[src/rtl/dsm_dac_mc.sv]
// dsm_dac_mc: multichannel first-order delta-sigma DAC with shadowed, tick-synchronous code updates
module dsm_dac_mc #(
  parameter int WIDTH = 8,
  parameter int CHANNELS = 2,
  parameter int DIV_W = 8,
  localparam int CH_W = CHANNELS > 1 ? $clog2(CHANNELS) : 1
) (
  input  logic                clk,
  input  logic                reset,
  input  logic                enable,
  input  logic [DIV_W-1:0]    div,
  input  logic                wr_valid,
  output logic                wr_ready,
  input  logic [CH_W-1:0]     wr_chan,
  input  logic [WIDTH-1:0]    wr_data,
  output logic [CHANNELS-1:0] dac_out,
  output logic                frame
);
  localparam int NP = 2 ** CH_W;
  logic [DIV_W-1:0]    cnt;
  logic [WIDTH-1:0]    fcnt;
  logic                tick;
  logic [CHANNELS-1:0] pending;
  logic [NP-1:0]       pend_ext;
  assign tick = enable && cnt >= div;
  // out-of-range channel numbers see a never-pending slot, so they read ready and are dropped
  always_comb begin
    pend_ext = '0;
    pend_ext[CHANNELS-1:0] = pending;
  end
  assign wr_ready = !pend_ext[wr_chan];
  always_ff @(posedge clk) begin
    if (reset) begin
      cnt <= '0;
      fcnt <= '0;
      frame <= 1'b0;
    end else begin
      cnt <= (tick || !enable) ? '0 : cnt + 1'b1;
      frame <= tick && (&fcnt);
      if (tick) fcnt <= fcnt + 1'b1;
    end
  end
  for (genvar g = 0; g < CHANNELS; g++) begin : g_ch
    logic [WIDTH-1:0] shadow, active, acc;
    logic [WIDTH:0]   sum;
    logic             p, d, wr_en;
    assign sum = {1'b0, acc} + {1'b0, active};
    assign wr_en = wr_valid && wr_ready && wr_chan == CH_W'(g);
    assign pending[g] = p;
    assign dac_out[g] = d;
    // a write is only accepted while not pending, so the transfer clear and the write set never collide
    always_ff @(posedge clk) begin
      if (reset) begin
        shadow <= '0;
        active <= '0;
        acc <= {1'b1, {(WIDTH-1){1'b0}}};
        p <= 1'b0;
        d <= 1'b0;
      end else begin
        if (tick) begin
          {d, acc} <= sum;
          if (p) begin
            active <= shadow;
            p <= 1'b0;
          end
        end
        if (wr_en) begin
          shadow <= wr_data;
          p <= 1'b1;
        end
      end
    end
  end
endmodule
[config.mk]
export PLATFORM = sky130hd
export DESIGN_NAME = dsm_dac_mc
export DESIGN_NICKNAME = d
export VERILOG_FILES = /design/src/rtl/dsm_dac_mc.sv
export SDC_FILE = /design/constraint.sdc
export NUM_CORES = 1
export LEC_CHECK = 0
export ABC_AREA = 1
export CORE_MARGIN = 4
export CORE_UTILIZATION = 45
export CTS_CLUSTER_SIZE = 20
export DETAILED_ROUTE_END_ITERATION = 12
export PLACE_DENSITY = 0.65
export SKIP_LAST_GASP = 1
export SYNTH_ARGS = -nofsm -noshare
export SYNTH_HDL_FRONTEND = slang
export SYNTH_SLANG_ARGS = --single-unit
[constraint.sdc]
create_clock -name clk -period 3.65 [get_ports clk]
set_input_delay 0.9125 -clock clk [delete_from_list [all_inputs] [get_ports clk]]
set_output_delay 0.9125 -clock clk [all_outputs]
set_load 0.005 [all_outputs]
==> impl_metrics.yaml, run 1 <==
sta:
  relSlewSlack_pct: 65.1
  max_freq_mhz: 332
  setup_viol: 0
  rsz0062_at_grt: "false"
  timing.final.crit_share_pct: 82.6
  fin_worst_skew_ns: 0.00610
  hold_violations: 0
  min_period_ns: 3.01
  slew_viol_final: 0
  worstMarginPinSlew_ns: 0.522
  fin_tns_setup_ns: 0
cts:
  root_buffer: "clkbuf_8"
  post_cts.repair.setup_buffers: 0
  cts_hold_buf: 0
  cts_resized: 0
  clock_sinks: 69
  cts-buffers-inserted: 9
  cts_tree: "yes"
  cts_buffer_depth: 2
  h-tree-depth: 3
  cts.clk_slew.worst_paths_ns: 0.07
  clk_latency_ns: 0.35
yosys:
  synth_cell_types: 29
  muxShareOfSynthArea_pct: 0
  synthTopCellsByArea: "dfxtp_1 (37%), nand2_1 (10%), ha_1 (8.8%)"
  synth_cells: 522
  synth_compound_area_share_pct: 10.5
  netlist.area_leader.share_pct: 37.4
  synth-seq-cells: 69
  yosysTopAreaCell: "dfxtp_1"
  syn-cell-area_sq_um: 3690
  synth_top_family_by_area: "simple AND/OR/NAND/NOR gates"
  synth_nets: 571
  ys_warn_count: 0
  yosys.area_share.simple_pct: 27.2
  synthXorXnorAreaFrac_pct: 3.80
  synth_adder_area_share_pct: 9.89
  synth_area_per_cell_sq_um: 7.07
  yosysSeqAreaShare_pct: 37.4
detailed_routing:
  drc: 0
  dr.pass1.iters: 4
  routed_wl_mm: 7.34
  wl_per_cell_um: 11.4
  antenna_left: 0
  vias_per_cell: 4.78
  vias: 3092
  drtIter0Drc: 60
status:
  status: "complete, no violations"
grt:
  grt_pass1_vias: 2952
  grt_pass1_wl_mm: 13.1
  globalRouteTotalUtil_pct: 16.3
  grt-ovfl-total: 0
  grt_max_degree: 37
  grt_antenna_before_repair: 0
floorplan:
  dieArea_sq_um: 9720
  num_rows: 32
  chipWidth_um: 98.6
  die_y_um: 98.6
  coreArea_sq_um: 7850
  start_util_pct: 47.1
  io_pins: 25
min_path:
  hold_class: "flip-flop to flip-flop"
finish:
  diodes: 0
  area_growth_pct: 14.6
  nets: 589
  final_cell_area_sq_um: 4230
  drive_gt1_share_pct: 5.14
setup_path:
  cp_max_fo: 4
  criticalPathCategory: "input port to output port"
  cp.arrival_ns: 2.10
  worstPathRequired_ns: 2.74
  cp-end-kind: "output port"
  crit_path_start_kind: "input port"
pwr:
  power.leakage_nw: 2.00
  ir_worst_vdd_mv: 0.160
  powerDensity_nw_per_um2: 389
place:
  gp_congestion: 0.792
  placed_area_sq_um: 3980
  hpwl_mm: 5.26
  port_buffers: 24
job:
  maxCapViolCount: 0
[worst max-delay path: stages]
cell             delay [ns]
clkdlybuf4s50_1        0.52
nand2_1                0.06
o21ai_0                0.07
clkdlybuf4s50_1        0.53
[cells by family after synthesis]
| group | Yosys count |
|---|---|
| AO/OA/AOI/OAI | 75 |
| flip-flops | 69 |
| buffers and inverters | 103 |
| adder cells (fa/ha/maj) | 28 |
| XOR/XNOR | 16 |
| AND/OR/NAND/NOR | 231 |
[through the flow]
| stage | hold slack [ns] | total power, mW | cells | worst slack, ns | utilization (%) |
|---|---|---|---|---|---|
| 2_1_floorplan | 0.430 | 0.857 | 522 | 1.46 | - |
| 3_3_place_gp | 0.442 | 0.896 | 631 | 0.567 | 50.8 |
| 3_5_place_dp | 0.447 | 0.899 | 631 | 0.511 | 50.8 |
| 4_1_cts | 0.458 | 1.66 | 647 | 0.634 | 53.9 |
| 5_1_grt | 0.488 | 1.71 | 647 | 0.561 | 53.9 |
| 6_report | 0.454 | 1.65 | 647 | 0.636 | 53.9 |
[registers in the layout, summed over array words and instances (netlist names)]
| signal | flops |
|---|---|
| g_ch.acc | 16 |
| g_ch.active | 16 |
| g_ch.shadow | 16 |
| cnt | 8 |
| fcnt | 8 |
| g_ch.d | 2 |
| g_ch.p | 2 |
| frame | 1 |
[Yosys cell counts (all sizes together)]
cell type / count
inv: 81
clkbuf: 11
nor2: 77
or2: 1
a21o: 3
xnor2: 5
ha: 26
o21ai: 29
dfxtp: 69
nand4: 21
nand3: 25
xor2: 11
a21boi: 2
fa: 2
nand3b: 4
buf: 10
a21oi: 41
clkinv: 1
nand2: 103
[layer usage]
layer  routed length (um)  up-vias  track usage, %
met2                 3200       46            25.8
met3                  249       15            3.26
li1                     -     1688               -
met4                  193        0            7.98
met1                 3700     1343            21.3
met5                    0        -               0
[cells in the final DEF, fill, tap and decap left out]
cell type        netlist  final
nand3b_1               3      3
o21ai_0               28     28
dfxtp_1               69     69
a21oi_1               41     41
o21ai_1                1      1
inv_1                 80     80
xor2_1                11     11
clkinv_1               1      1
nor2_1                75     75
nand4_1               20     20
clkinv_2               0      1
nand2_1              102    102
buf_4                  4      4
fa_1                   2      2
or2_2                  1      1
clkbuf_8               0     10
nor2_2                 2      2
a21boi_0               2      2
nand2_4                1      1
clkinvlp_4             0      2
xnor2_1                5      5
bufinv_16              0      3
clkdlybuf4s50_1        0     24
nand3_4                1      1
nand3_1               24     24
inv_2                  1      1
ha_1                  26     26
nand4_2                1      1
nand3b_2               1      1
a21o_1                 3      3
[path summary, 6_finish.rpt]
kind | start | end | slack (ns) | depth (start not counted)
max | wr_chan | wr_ready | 0.64 | 4
min | g_ch[1].shadow[1] | g_ch[1].shadow[1] | 0.45 | 2
max reg2reg | cnt[5] | g_ch[0].acc[0] | 1.56 | 9
min reg2reg | g_ch[1].shadow[1] | g_ch[1].shadow[1] | 0.45 | 2
[power by group]
part	leakage [nW]	internal [mW]	switching, mW
Combinational	1.32	0.0444	0.0575
Sequential	0.559	0.769	0.0100
Clock	0.119	0.471	0.293
Total	2.00	1.28	0.361
[area by class of cell]
| class | instances | area, sq um |
|---|---|---|
| clock buffer | 10 | 138 |
| clock inverter | 6 | 110 |
| fill | 809 | 3620 |
| inverter | 82 | 308 |
| multi-input combinational | 350 | 1900 |
| sequential | 69 | 1380 |
| tap | 102 | 128 |
| timing repair buffer | 28 | 270 |
Power figures use the tool's default switching activity.
==> inputs of run 2 (changes only) <==
- PLACE_DENSITY: 0.65 -> 0.67
- clock period: 3.65 -> 2.45 ns (I/O delays scaled with it)
==> run 2 against run 1 <==
Utilization grew 0.81 points. First-iteration DRC count increased by 78%. Worst setup slack got worse by 0.58 ns. Cell area increased by 1.5%. Via count up 2.1%.
==> impl_metrics.yaml, run 2 (synthesis gave the netlist of run 1 again) <==
cts:
  cts-buffers-inserted: 9
  clock_sinks: 69
  clk_latency_ns: 0.34
  cts_resized: 0
  post_cts.repair.setup_buffers: 0
  cts_hold_buf: 0
  h-tree-depth: 3
  cts_buffer_depth: 2
  cts_tree: "yes"
  root_buffer: "clkbuf_8"
  cts.clk_slew.worst_paths_ns: 0.07
detailed_routing:
  dr.pass1.iters: 4
  drtIter0Drc: 107
  vias: 3158
  routed_wl_mm: 7.35
  vias_per_cell: 4.79
  wl_per_cell_um: 11.2
  drc: 0
  antenna_left: 0
grt:
  grt_max_degree: 21
  grt_pass1_vias: 3025
  globalRouteTotalUtil_pct: 16.2
  grt_pass1_wl_mm: 13.2
  grt-ovfl-total: 0
  grt_antenna_before_repair: 0
floorplan:
  chipWidth_um: 98.6
  dieArea_sq_um: 9720
  coreArea_sq_um: 7850
  num_rows: 32
  start_util_pct: 47.1
  io_pins: 25
  die_y_um: 98.6
sta:
  timing.final.crit_share_pct: 97.7
  fin_worst_skew_ns: 0.00999
  fin_tns_setup_ns: 0
  setup_viol: 0
  hold_violations: 0
  worstMarginPinSlew_ns: 0.439
  hold_slack_ns: 0.451
  max_freq_mhz: 418
  rsz0062_at_grt: "false"
  relSlewSlack_pct: 70.7
  slew_viol_final: 0
  timing.final.ws_setup_ns: 0.0557
  min_period_ns: 2.39
setup_path:
  crit_path_start_kind: "input port"
  cp.depth: 4
  cp_slowest_stage_delay_ns: 0.53
  cpMostUsedCell: "clkdlybuf4s50_1"
  reg2regPathDepth: 9
  cp.arrival_ns: 1.78
  cp-end-kind: "output port"
  reg2reg_slack_ns: 0.66
  critical-path-top-delay-family: "buffers and inverters"
  criticalPathCategory: "input port to output port"
  cp_slowest_cell: "clkdlybuf4s50_1"
  critPathBufInv: 2
  crit_chain: "clkdlybuf4s50_1 -> nand2_1 -> o21ai_0 -> clkdlybuf4s50_1"
  cp_max_fo: 4
  worstPathRequired_ns: 1.84
pwr:
  power.leakage_nw: 2.05
  switchingPower_uw: 528
  clockPowerShare_pct: 40.1
  comb_power_share_pct: 7.8
  sequentialPowerShare_pct: 52.1
  powerDensity_nw_per_um2: 516
  p_int_mw: 1.69
  power_switching_share_pct: 23.8
  ir_worst_vdd_mv: 0.385
  design_power_total_mw: 2.22
place:
  gp_congestion: 0.812
  place_ws_ns: -0.0519
  hpwl_mm: 5.52
  port_buffers: 24
  placed_cells: 644
finish:
  diodes: 0
  final_common_cell: "nand2_1"
  area_growth_pct: 16.3
  reg_top3: "g_ch.acc x16, g_ch.active x16, g_ch.shadow x16"
  fillers: 764
  drive_gt1_share_pct: 7.18
  mostFrequentLayoutCells: "nand2_1 (102), inv_1 (80), nor2_1 (75)"
  nets: 602
  multiInputGateArea_sq_um: 1900
  seqCellArea_sq_um: 1380
  final_cell_count_no_fill: 659
min_path:
  holdPathStages: 2
  hold_class: "flip-flop to flip-flop"
job:
  maxCapViolCount: 0
status:
  status: "complete, no violations"
[run 2: layer usage]
layer | GRT usage (%) | wire length (um)
met5 | 0 | 0
met3 | 4.10 | 307
met2 | 27.4 | 3460
met4 | 5.36 | 95
met1 | 20.2 | 3490
[run 2: worst paths after layout]
kind / startpoint / endpoint
setup / recovery: wr_chan / wr_ready
hold / removal: g_ch[1].shadow[0] / g_ch[1].shadow[0]
setup reg to reg: cnt[5] / g_ch[1].acc[1]
hold reg to reg: g_ch[1].shadow[0] / g_ch[1].shadow[0]
[run 2: worst min-delay path, cell delays in order (launching register included)]
cell and delay (ns):
dfxtp_1 0.30, inv_1 0.06, a21oi_1 0.05
[run 2: metrics by stage]
stage | utilization, % | instance area [sq um]
finish | 54.7 | 4300
global route | 54.7 | 4300
CTS | 54.7 | 4300
detailed placement | 52.3 | 4110
global placement | 52.3 | 4110
floorplan | - | 3690
[run 2: area by class of cell]
class	count	area share, %
repair buffers	41	9.15
well taps	102	2.97
clock buffers	9	2.88
inverters	82	7.17
flip-flops and latches	69	32.2
multi-input cells	350	44.2
clock inverters	6	1.51
[run 2: power by group through the flow]
stage / sequential [mW] / combinational [mW] / clock, mW
2_1_floorplan: 1.18 / 0.0979 / 0
3_3_place_gp: 1.18 / 0.170 / 0
3_5_place_dp: 1.18 / 0.173 / 0
4_1_cts: 1.15 / 0.174 / 0.912
5_1_grt: 1.16 / 0.195 / 0.963
6_report: 1.15 / 0.173 / 0.888
==> inputs of run 3 (changes only) <==
- ABC_CLOCK_PERIOD_IN_PS: default -> 2450
==> results of run 3 <==
Same layout as run 2: the final DEF is identical, and so are final timing and power.
